--- config.mk ---
export PLATFORM = sky130hd
export DESIGN_NAME = associative_table
export DESIGN_NICKNAME = d
export VERILOG_FILES = /design/src/rtl/associative_table.sv
export SDC_FILE = /design/constraint.sdc
export NUM_CORES = 1
export LEC_CHECK = 0
export CAP_MARGIN = 20
export CORE_MARGIN = 1
export CORE_UTILIZATION = 35
export DETAILED_ROUTE_END_ITERATION = 10
export GPL_TIMING_DRIVEN = 0
export SLEW_MARGIN = 30
export SYNTH_ARGS = -nofsm -noshare
export SYNTH_HDL_FRONTEND = slang
export SYNTH_SLANG_ARGS = --single-unit
export TNS_END_PERCENT = 10
--- constraint.sdc ---
create_clock -name clk -period 3.14 [get_ports clk]
set_input_delay 0.471 -clock clk [delete_from_list [all_inputs] [get_ports clk]]
set_output_delay 0.471 -clock clk [all_outputs]
set_load 0.005 [all_outputs]
--- src/rtl/associative_table.sv ---
// Fully-associative key/data table with load, count, delete and lookup commands.
// Table full -> LOAD miss replaces the round-robin victim slot.
module associative_table #(
  parameter int KEY_WIDTH  = 4,
  parameter int DATA_WIDTH = 8,
  parameter int DEPTH      = 4
) (
  input  logic                    clk,
  input  logic                    rst,
  input  logic [2:0]              ctrl,
  input  logic [KEY_WIDTH-1:0]    key,
  input  logic [DATA_WIDTH-1:0]   data_input,
  output logic [DATA_WIDTH-1:0]   data_output,
  output logic                    valid,
  output logic                    full,
  output logic [$clog2(DEPTH):0]  count,
  output logic                    evict,
  output logic                    wrap
);

  localparam int IDX_W = $clog2(DEPTH);
  localparam int CNT_W = IDX_W + 1;

  localparam logic [2:0] C_CLR  = 3'd1;
  localparam logic [2:0] C_LOAD = 3'd2;
  localparam logic [2:0] C_INCR = 3'd3;
  localparam logic [2:0] C_DECR = 3'd4;
  localparam logic [2:0] C_DEL  = 3'd5;
  localparam logic [2:0] C_LOOK = 3'd6;

  logic [KEY_WIDTH-1:0]  key_q  [DEPTH];
  logic [KEY_WIDTH-1:0]  key_d  [DEPTH];
  logic [DATA_WIDTH-1:0] data_q [DEPTH];
  logic [DATA_WIDTH-1:0] data_d [DEPTH];
  logic [DEPTH-1:0]      vld_q, vld_d;
  logic [IDX_W-1:0]      vic_q, vic_d;

  logic [DATA_WIDTH-1:0] dout_q, dout_d;
  logic                  valid_q, valid_d;
  logic                  evict_q, evict_d;
  logic                  wrap_q, wrap_d;

  logic                  hit;
  logic [IDX_W-1:0]      hit_idx;
  logic                  has_free;
  logic [IDX_W-1:0]      free_idx;
  logic [DATA_WIDTH-1:0] hit_data;
  logic [DATA_WIDTH-1:0] inc_data;
  logic [DATA_WIDTH-1:0] dec_data;
  logic [CNT_W-1:0]      cnt;

  // Keys are unique, so at most one entry can match.
  always_comb begin
    hit     = 1'b0;
    hit_idx = '0;
    for (int i = 0; i < DEPTH; i++) begin
      if (vld_q[i] && key_q[i] == key) begin
        hit     = 1'b1;
        hit_idx = IDX_W'(i);
      end
    end
  end

  // Scan downward so the lowest free index wins.
  always_comb begin
    has_free = 1'b0;
    free_idx = '0;
    for (int i = DEPTH - 1; i >= 0; i--) begin
      if (!vld_q[i]) begin
        has_free = 1'b1;
        free_idx = IDX_W'(i);
      end
    end
  end

  always_comb begin
    cnt = '0;
    for (int i = 0; i < DEPTH; i++) begin
      cnt = cnt + CNT_W'(vld_q[i]);
    end
  end

  assign hit_data = data_q[hit_idx];
  assign inc_data = hit_data + DATA_WIDTH'(1);
  assign dec_data = hit_data - DATA_WIDTH'(1);

  always_comb begin
    key_d   = key_q;
    data_d  = data_q;
    vld_d   = vld_q;
    vic_d   = vic_q;
    dout_d  = '0;
    valid_d = 1'b0;
    evict_d = 1'b0;
    wrap_d  = 1'b0;
    unique case (ctrl)
      C_CLR: begin
        vld_d = '0;
        vic_d = '0;
      end
      C_LOAD: begin
        valid_d = 1'b1;
        dout_d  = data_input;
        if (hit) begin
          data_d[hit_idx] = data_input;
        end else if (has_free) begin
          vld_d[free_idx]  = 1'b1;
          key_d[free_idx]  = key;
          data_d[free_idx] = data_input;
        end else begin
          key_d[vic_q]  = key;
          data_d[vic_q] = data_input;
          evict_d       = 1'b1;
          vic_d         = vic_q + IDX_W'(1);
        end
      end
      C_INCR: begin
        if (hit) begin
          data_d[hit_idx] = inc_data;
          valid_d         = 1'b1;
          dout_d          = inc_data;
          wrap_d          = &hit_data;
        end
      end
      C_DECR: begin
        if (hit) begin
          data_d[hit_idx] = dec_data;
          valid_d         = 1'b1;
          dout_d          = dec_data;
          wrap_d          = ~|hit_data;
        end
      end
      C_DEL: begin
        if (hit) begin
          vld_d[hit_idx] = 1'b0;
          valid_d        = 1'b1;
          dout_d         = hit_data;
        end
      end
      C_LOOK: begin
        if (hit) begin
          valid_d = 1'b1;
          dout_d  = hit_data;
        end
      end
      default: begin
      end
    endcase
  end

  always_ff @(posedge clk or posedge rst) begin
    if (rst) begin
      for (int i = 0; i < DEPTH; i++) begin
        key_q[i]  <= '0;
        data_q[i] <= '0;
      end
      vld_q   <= '0;
      vic_q   <= '0;
      dout_q  <= '0;
      valid_q <= 1'b0;
      evict_q <= 1'b0;
      wrap_q  <= 1'b0;
    end else begin
      for (int i = 0; i < DEPTH; i++) begin
        key_q[i]  <= key_d[i];
        data_q[i] <= data_d[i];
      end
      vld_q   <= vld_d;
      vic_q   <= vic_d;
      dout_q  <= dout_d;
      valid_q <= valid_d;
      evict_q <= evict_d;
      wrap_q  <= wrap_d;
    end
  end

  assign data_output = dout_q;
  assign valid       = valid_q;
  assign evict       = evict_q;
  assign wrap        = wrap_q;
  assign count       = cnt;
  assign full        = (cnt == CNT_W'(DEPTH));

endmodule

Yosys cells after proc, flatten, opt, wreduce, memory -nomap -nowiden
Index checks and enable logic that the tools add are counted.
Operators by class
  add/sub/neg operators: 6
  mux-type cells: 64
  $lt $le $gt $ge: 10
  reductions and logical operators: 21
  bitwise gates (word level): 7
  equality and inequality tests: 17
Operators with widths (count)
  $bwmux 32: 5
  $mux 32: 4
  $pmux 32 s3: 1
  $mux 8: 8
  $demux 8 s2: 3
  $bwmux 16: 2
  $pmux 8 s4: 1
  $mux 4: 5
  $mux 1: 17
  $bmux 8 s2: 1
  $demux 4 s2: 2
  $eq 4x4->1: 4
  $mux 16: 1
  $mux 2: 8
  $eq 3x3->1 const B: 4
  $ne 2x2->1 const B: 6
  $pmux 4 s3: 1
  $ge 3x3->1 const B: 3
  $logic_and 1x1->1: 9
  $lt 3x1->1 const B: 3
  $not 2->3: 3
  $add 8x1->8 const B: 1
  $reduce_and 8->1: 1
  $reduce_or 8->1: 1
  other kinds (24): 31
Storage, ports and cells
  logic and storage cells: 139
  output and inout bits: 15
  input port bits: 17
  bits in registers: 65

Logic depth before layout (Yosys ltp)
Gate-level depths: netlist of run 1.
  word-level depth: 13
  gate-level depth with buffers: 15
  depth with buffers taken out: 12

Worst setup path after synthesis of run 1
OpenSTA, ideal clock, no wires.
  kind: input port to flip-flop
  from: in key[2]
  to: reg dout_q[6] (netlist: data_output[6])
  library setup time: 0.144 ns
  data required time: 2.996 ns
  setup slack: 0.005 ns
  arrival time: 2.991 ns
  stages: 15
  path through: buf_4 > xnor2_1 > and3_4 > buf_6 > a21oi_1 > o311ai_2 > and2_1 > buf_4 > ha_1 > inv_1 > a221oi_1 > nand3_1 > xor2_1 > a22oi_2 > o221ai_1
On the way
  word-level cells in the longest chain between the ends: 12
  elaborated cells on any way between the ends: 25
  classes of those cells: add/sub (2); eq/ne (4); mux (14); bitwise (1); reduce/logical (4)
RTL lines
  start, declared: RTL line 11  | input logic [KEY_WIDTH-1:0] key,
  $eq 4x4->1: RTL line 57  | if (vld_q[i] && key_q[i] == key) begin
  $logic_and 1x1->1: RTL line 57
  $mux 1: RTL line 57
  $mux 2 (2 in series): RTL line 57
  $not 2->3 (implied by the code): RTL line 83  | assign hit_data = data_q[hit_idx];
  $bmux 8 s2: RTL line 83
  $mux 8 (implied by the code) (2 in series): RTL line 83
  $sub 8x1->8 or $add 8x1->8 (tied branches): RTL line 85, 84
  $mux 8, on equally long branches: RTL line 126, 118
  $pmux 8 s4 *: RTL line 96  | unique case (ctrl)
  named net dout_d[6]: RTL line 38  | logic [DATA_WIDTH-1:0] dout_q, dout_d;
  end signal, assigned: RTL line 170  | dout_q <= dout_d;
  end, declared: RTL line 38
The timed path passes the listed nets; every way through them passes the cells marked *. The select of a mux whose other input is x is not followed.
A chain may end at the register's enable or synchronous reset.

Final worst setup path of run 1
  from: reg key_q[2] in the netlist's numbering
  to: reg data_q[28] in the netlist's numbering
On the way
  word-level cells in the longest chain between the ends: 11
  elaborated cells on any way between the ends: 25
  classes of those cells: add/sub (2); order compare (2); eq/ne (3); mux (14); bitwise (1); reduce/logical (3)
RTL lines
  start, declared: RTL line 31  | logic [KEY_WIDTH-1:0] key_q [DEPTH];
  start signal, assigned by index: RTL line 165  | key_q[i] <= key_d[i];
  $eq 4x4->1 *: RTL line 57
  $logic_and 1x1->1 *: RTL line 57
  $mux 2: RTL line 57
  $not 2->3 (implied by the code)
  $bmux 8 s2 (tied with other cells): RTL line 83
  $mux 8 (implied by the code) or $logic_and 1x1->1 (tied branches)
  $mux 8, on equally long branches
  $sub 8x1->8 (tied with other cells): RTL line 85  | assign dec_data = hit_data - DATA_WIDTH'(1);
  $bwmux 32, on equally long branches: RTL line 127, 105, 119
  $mux 32, on equally long branches: RTL line 126, 104, 118
  $pmux 32 s3: RTL line 96
  end signal, assigned by index: RTL line 166  | data_q[i] <= data_d[i];
  end, declared: RTL line 33  | logic [DATA_WIDTH-1:0] data_q [DEPTH];
Every way passes the cells marked *; elsewhere a longest branch is shown, timed or not. The select of a mux whose other input is x is not followed.

==> results.py, run 1 <==
metrics = {
    "floorplanning": {
        "pin_count": 32,
        "die_h_um": 115,
        "die_area_sq_mm": 0.0131,
        "coreArea_sq_mm": 0.0122,
        "rows": 40,
        "die_x_um": 115,
        "start_util_pct": 36.4,
    },
    "placement": {
        "gp_congestion": 0.989,
        "place_hpwl_um": 9870,
        "portBuffers": 26,
    },
    "timing": {
        "slew_headroom_pct": 52.9,
        "hold_violations": 0,
        "tns_ns": 0,
        "drv_slew": 0,
        "tightest_slew_ns": 0.702,
        "setup_viol": 0,
        "finalCritPeriodShare_pct": 94.9,
        "max_freq_ghz": 0.335,
        "finClkSkew_ns": 0.00881,
        "hold_ws_ns": 0.440,
        "finalWorstPathRequiredPeriod_ns": 2.98,
    },
    "power_and_ir_drop": {
        "clkPwrFrac_pct": 32.1,
        "power_density_mw_per_mm2": 583,
        "ir_drop_v": 0.000266,
        "internal_power_w": 0.00212,
        "p_leak_nw": 2.34,
        "switching_power_w": 0.00108,
        "seqPwrFrac_pct": 34.1,
        "p_sw_share_pct": 33.7,
        "pwr-share-comb_pct": 33.8,
        "p_total_w": 0.00320,
    },
    "cts": {
        "cts_buffers": 9,
        "clk_latency_ns": 0.34,
        "h-tree-depth": 3,
        "cts_tree": "yes",
        "clk_pin_slew_ns": 0.06,
        "root_buffer": "clkbuf_16",
        "cts_buffer_depth": 2,
        "clkSinkCount": 65,
        "cts-hold-fix-buffers": 0,
    },
    "synth": {
        "synth_top_area_share_pct": 36.6,
        "yosysTopAreaCell": "dfrtp_1",
        "ys_ff_latch": 65,
        "synth-seq-area-share_pct": 36.6,
        "synth_flop_cell": "dfrtp_1",
        "syn_nets": 508,
        "avgSynthCellArea_sq_um": 9.24,
        "ys_async_sr_fraction_pct": 100,
        "synth-edff-count": 0,
        "yosysWarnings": 0,
        "ys_types": 77,
        "syn_inst": 481,
        "synth_area_sq_mm": 0.00444,
        "synthTopCellsByArea": "dfrtp_1 (37%), nand2_1 (4.3%), mux2_2 (4.1%)",
    },
    "setup_path": {
        "cp_max_fo": 10,
        "r2r_end": "data_q[28]",
        "crit_start": "key_q[2]",
        "required_ns": 3.39,
        "cp-endpoint": "data_q[28]",
        "crit_type": "reg2reg",
        "reg2reg_depth": 14,
        "arrival_ns": 3.23,
        "cp-end-kind": "flop",
        "worst-r2r-setup-slack_ns": 0.16,
        "cp-start-kind": "flop",
        "rr_startpoint": "key_q[2]",
    },
    "drt": {
        "wl_per_cell_um": 18.8,
        "num_vias": 4047,
        "drt_iter0_drc": 439,
        "dr.pass1.iters": 5,
        "ant_nets": 0,
        "vias_per_cell": 5.76,
        "finalWirelength_um": 13200,
        "drc_errors": 0,
    },
    "grt": {
        "antenna_found_initial": 0,
        "grt_remaining_overflow": 0,
        "track_usage_pct": 21.1,
        "grt_pass1_vias": 3866,
        "grt_pass1_wl_um": 20900,
        "grt_max_degree": 37,
    },
    "layout": {
        "nFillCells": 1172,
        "multi_input_area_sq_mm": 0.00273,
        "layout_common_cells": "dfrtp_1 (63), nand2_1 (50), nand3_1 (26)",
        "area_growth_pct": 23.4,
        "register_area_sq_mm": 0.00163,
        "drive_above_1_share_pct": 23.4,
        "final_common_cell": "dfrtp_1",
        "n_antenna_cell": 0,
        "fin_nets": 557,
    },
    "min_path": {
        "hold_path.class": "in2reg",
        "min_path_cells": 2,
    },
    "status": {
        "status": "finished clean",
    },
    "run": {
        "drv_cap": 0,
    },
}
critical path, cell delays in order, from the launching register on:
cell and delay (ns):
dfrtp_1 0.39, xor2_1 0.16, nor3_2 0.29, and3_4 0.29, buf_6 0.16, nand2_1 0.08
and2_4 0.14, buf_8 0.12, inv_2 0.10, ha_2 0.23, nor3b_2 0.19, xor2_1 0.10
o22ai_2 0.28, inv_1 0.12, o31ai_2 0.24
what timing repair did:
action / 4_1_cts / 5_1_grt
setup buffers: 3 / 8
endpoints found under the setup margin: 17 / 21
gates resized for setup: 11 / 24
pin swaps: 5 / 12
power by group through the flow:
stage	clock, W	sequential, W	combinational [W]
2_1_floorplan	0	0.00107	0.000696
3_3_place_gp	0	0.00109	0.000915
3_5_place_dp	0	0.00109	0.000927
4_1_cts	0.00104	0.00108	0.000969
5_1_grt	0.00108	0.00111	0.00117
6_report	0.00103	0.00109	0.00108
cells by family after synthesis:
logic type,share of synthesized area (%)
AO/OA/AOI/OAI,23.3
XOR/XNOR,5.13
adder cells (fa/ha/maj),2.99
buffers and inverters,5.29
flip-flops,36.6
multiplexers,5.10
AND/OR/NAND/NOR,21.6
cells in the mapped netlist, types with 3 or more instances:
master and number:
dfrtp_1 65, o22ai_1 10, and2_1 6, nor3_1 5, and3_1 11, o221ai_1 4, a21oi_1 22, a21boi_1 3
buf_6 7, clkbuf_1 10, a22o_1 9, nor2b_1 4, nand2_1 51, o32ai_1 3, buf_4 5, a22oi_2 4
nand4_1 7, nor3_2 3, nor4_1 3, nand2_2 3, ha_1 9, a31oi_1 21, inv_1 17, nand2b_1 3
nor2_2 4, mux2_2 16, o21ai_0 25, xnor2_1 14, nand3_1 26, xor2_1 12, or3_1 5, o21ai_2 4
o21a_1 3, nor2_1 26, a22oi_1 7
final cells by class:
type,instances,area share [%]
clock inverters,5,1.00
flip-flops and latches,65,29.7
inverters,19,1.35
multi-input cells,373,49.8
clock buffers,11,4.43
plain buffers,24,3.24
well taps,168,3.83
repair buffers,38,6.67
per-stage QoR:
step | cells | worst slack (ns) | area [sq um] | utilization [%]
global placement | 675 | -0.672 | 4910 | 40.2
finish | 703 | 0.159 | 5480 | 44.9
CTS | 695 | -0.0158 | 5310 | 43.5
floorplan | 481 | 0.00512 | 4440 | -
detailed placement | 676 | -0.649 | 4940 | 40.5
global route | 703 | -0.0317 | 5480 | 44.9
flip-flops by register name, indices dropped and copies added, names as in the netlist:
signal       count
valid            1
key_q           16
vld_q            4
data_q          32
wrap             1
evict            1
data_output      8
vic_q            2
worst min-delay path by stage:
stage,endpoint,from
after global routing,key_q[4],key[0]
final,key_q[1],key[1]
after global placement,data_q[25],data_q[25]
after floorplan,data_q[28],data_q[28]
after CTS,key_q[12],key[0]
after detailed placement,data_q[16],data_q[16]
layer usage:
metal  GRT usage [%]  vias up  wire (um)
met1            28.2     1959       5840
li1                -     1884          -
met3            3.76       16        960
met5               0        -          0
met4            8.31        0        226
met2            33.8      188       6200
No activity file was read; power rests on OpenSTA's default activity.
==> run 2: changes to the inputs <==
--- a/config.mk
+++ b/config.mk
@@ -6,6 +6,7 @@
 export NUM_CORES = 1
 export LEC_CHECK = 0
 export CAP_MARGIN = 20
+export CORE_ASPECT_RATIO = 1.1
 export CORE_MARGIN = 1
 export CORE_UTILIZATION = 35
 export DETAILED_ROUTE_END_ITERATION = 10
==> results.py, run 2 (synthesis results as in run 1) <==
metrics = {
    "power_and_ir_drop": {
        "ir_drop_v": 0.000291,
        "power_density_mw_per_mm2": 599,
        "p_sw_share_pct": 32.5,
        "seqPwrFrac_pct": 33.5,
        "pwr-share-comb_pct": 32.6,
        "clkPwrFrac_pct": 33.9,
        "internal_power_w": 0.00220,
        "p_leak_nw": 2.34,
        "switching_power_w": 0.00106,
    },
    "timing": {
        "finalWorstPathRequiredPeriod_ns": 3.07,
        "hold_violations": 0,
        "setup_viol": 0,
        "drv_slew": 0,
        "setup_slack_ns": 0.0704,
        "tightest_slew_ns": 0.745,
        "slew_headroom_pct": 49.8,
        "finClkSkew_ns": 0.00757,
        "max_freq_ghz": 0.326,
        "finalCritPeriodShare_pct": 97.8,
    },
    "layout": {
        "fin_nets": 556,
        "multi_input_area_sq_mm": 0.00269,
        "register_area_sq_mm": 0.00163,
        "nFillCells": 1134,
        "largest_register_ffs": 32,
        "final_common_cell": "dfrtp_1",
        "final_cells": 686,
        "area_growth_pct": 22.3,
        "layout_common_cells": "dfrtp_1 (64), nand2_1 (50), nand3_1 (26)",
        "n_antenna_cell": 0,
        "drive_above_1_share_pct": 21.2,
        "largest-register": "data_q",
    },
    "setup_path": {
        "cp-start-kind": "flop",
        "crit_slowest_cell": "dfrtp_1",
        "rr_startpoint": "key_q[11]",
        "r2r_end": "data_q[28]",
        "arrival_ns": 3.31,
        "reg2reg_depth": 14,
        "cp-end-kind": "flop",
        "crit_path_max_incr_delay_ns": 0.40,
        "worst-r2r-setup-slack_ns": 0.07,
        "cp_max_fo": 10,
        "path_cells": "xnor2_2, and3_4, buf_6, and3_4, o311ai_4, and2_4, buf_6, inv_2, ha_1, nor3b_2, xor2_1, o22ai_2, inv_1, o31ai_1",
        "required_ns": 3.38,
        "crit_type": "reg2reg",
    },
    "drt": {
        "num_vias": 4128,
        "drc_errors": 0,
        "wl_per_cell_um": 19.8,
        "drt_iter0_drc": 329,
        "finalWirelength_um": 13600,
        "ant_nets": 0,
        "dr.pass1.iters": 5,
        "vias_per_cell": 6.02,
    },
    "placement": {
        "place_worst_setup_slack_ns": -0.745,
        "place_inst": 662,
        "place_hpwl_um": 10100,
        "portBuffers": 26,
        "gp_congestion": 0.890,
    },
    "cts": {
        "cts_tree": "yes",
        "clkSinkCount": 65,
        "clk_pin_slew_ns": 0.05,
        "cts_buffer_depth": 2,
        "root_buffer": "clkbuf_16",
        "cts_buffers": 9,
        "clk_latency_ns": 0.34,
        "h-tree-depth": 3,
        "cts-hold-fix-buffers": 0,
    },
    "floorplanning": {
        "start_util_pct": 36.4,
        "pin_count": 32,
        "die_area_sq_mm": 0.0131,
        "die_x_um": 109,
        "die_h_um": 120,
        "rows": 42,
        "coreArea_sq_mm": 0.0122,
    },
    "grt": {
        "grt_pass1_wl_um": 21800,
        "track_usage_pct": 22.0,
        "grt_pass1_vias": 4063,
        "antenna_found_initial": 0,
        "grt_remaining_overflow": 0,
        "grt_max_degree": 38,
    },
    "run": {
        "drv_cap": 0,
    },
    "min_path": {
        "hp-start": "key[0]",
        "worst_hold_path.endpoint": "key_q[4]",
        "hold_path.class": "in2reg",
        "min_path_cells": 2,
    },
    "status": {
        "status": "finished clean",
    },
}
## run 2: cell types whose count changed in the layout (fill, tap and decap cells not counted), moves of 2 or more
| cell | delta |
|---|---|
| inv_1 | +2 |
| xnor2_1 | +4 |
| clkinvlp_4 | -2 |
| xnor2_2 | -4 |
| inv_2 | -2 |
| buf_4 | -2 |
| buf_6 | +2 |
## run 2: what timing repair did
item,in CTS,in global routing
endpoints found under the hold margin,0,0
gates resized for setup,11,13
setup buffers,8,2
pin swaps,7,6
endpoints found under the setup margin,17,23
## run 2: cell type report
cell class,count,area share (%)
Clock buffer,11,4.65
Multi-Input combinational cell,373,49.4
Timing Repair Buffer,37,6.65
Inverter,19,1.36
Buffer,24,3.20
Sequential cell,65,29.9
Tap cell,154,3.55
Clock inverter,3,1.20
## run 2: power by group through the flow
| stage | Combinational [W] | Sequential, W | Clock (W) |
|---|---|---|---|
| floorplan | 0.000696 | 0.00107 | 0 |
| global placement | 0.000915 | 0.00109 | 0 |
| detailed placement | 0.000927 | 0.00110 | 0 |
| CTS | 0.00100 | 0.00109 | 0.00112 |
| global route | 0.00114 | 0.00110 | 0.00115 |
| finish | 0.00106 | 0.00109 | 0.00110 |
## run 2: through the flow
| step | util (%) | hold WS (ns) | area [sq um] | TNS, ns | total power [W] |
|---|---|---|---|---|---|
| floorplan | - | 0.453 | 4440 | 0 | 0.00176 |
| global placement | 40.2 | 0.470 | 4900 | -23.20 | 0.00201 |
| detailed placement | 40.4 | 0.478 | 4920 | -9.51 | 0.00202 |
| CTS | 44.0 | 0.429 | 5360 | 0 | 0.00321 |
| global route | 44.6 | 0.438 | 5440 | -0.0130 | 0.00340 |
| finish | 44.6 | 0.436 | 5440 | 0 | 0.00325 |
## run 2: worst max path at each step
stage	start	end	slack [ns]	cells past startpoint
floorplan	key[2]	data_output[6]	0.005	15
global placement	key[1]	data_output[6]	-0.72	15
detailed placement	key[1]	data_output[6]	-0.74	15
CTS	key_q[11]	data_q[6]	0.008	15
global route	key_q[7]	data_q[28]	-0.01	13
finish	key_q[11]	data_q[28]	0.07	14
## run 2: critical path, delay by kind of cell (launching register included)
family | cells | cell delay (ns)
xor+xnor | 2 | 0.32
buf+inv | 4 | 0.42
flops | 1 | 0.40
compound gates | 3 | 0.83
fa+ha+maj | 1 | 0.24
simple gates | 4 | 0.75
## run 2: per-layer routing
layer | track usage, % | vias up | wire length [um]
met5 | 0 | - | 0
met4 | 10.8 | 0 | 520
met3 | 4.42 | 35 | 907
met2 | 34.9 | 184 | 6460
met1 | 28.3 | 2026 | 5700
li1 | - | 1883 | -
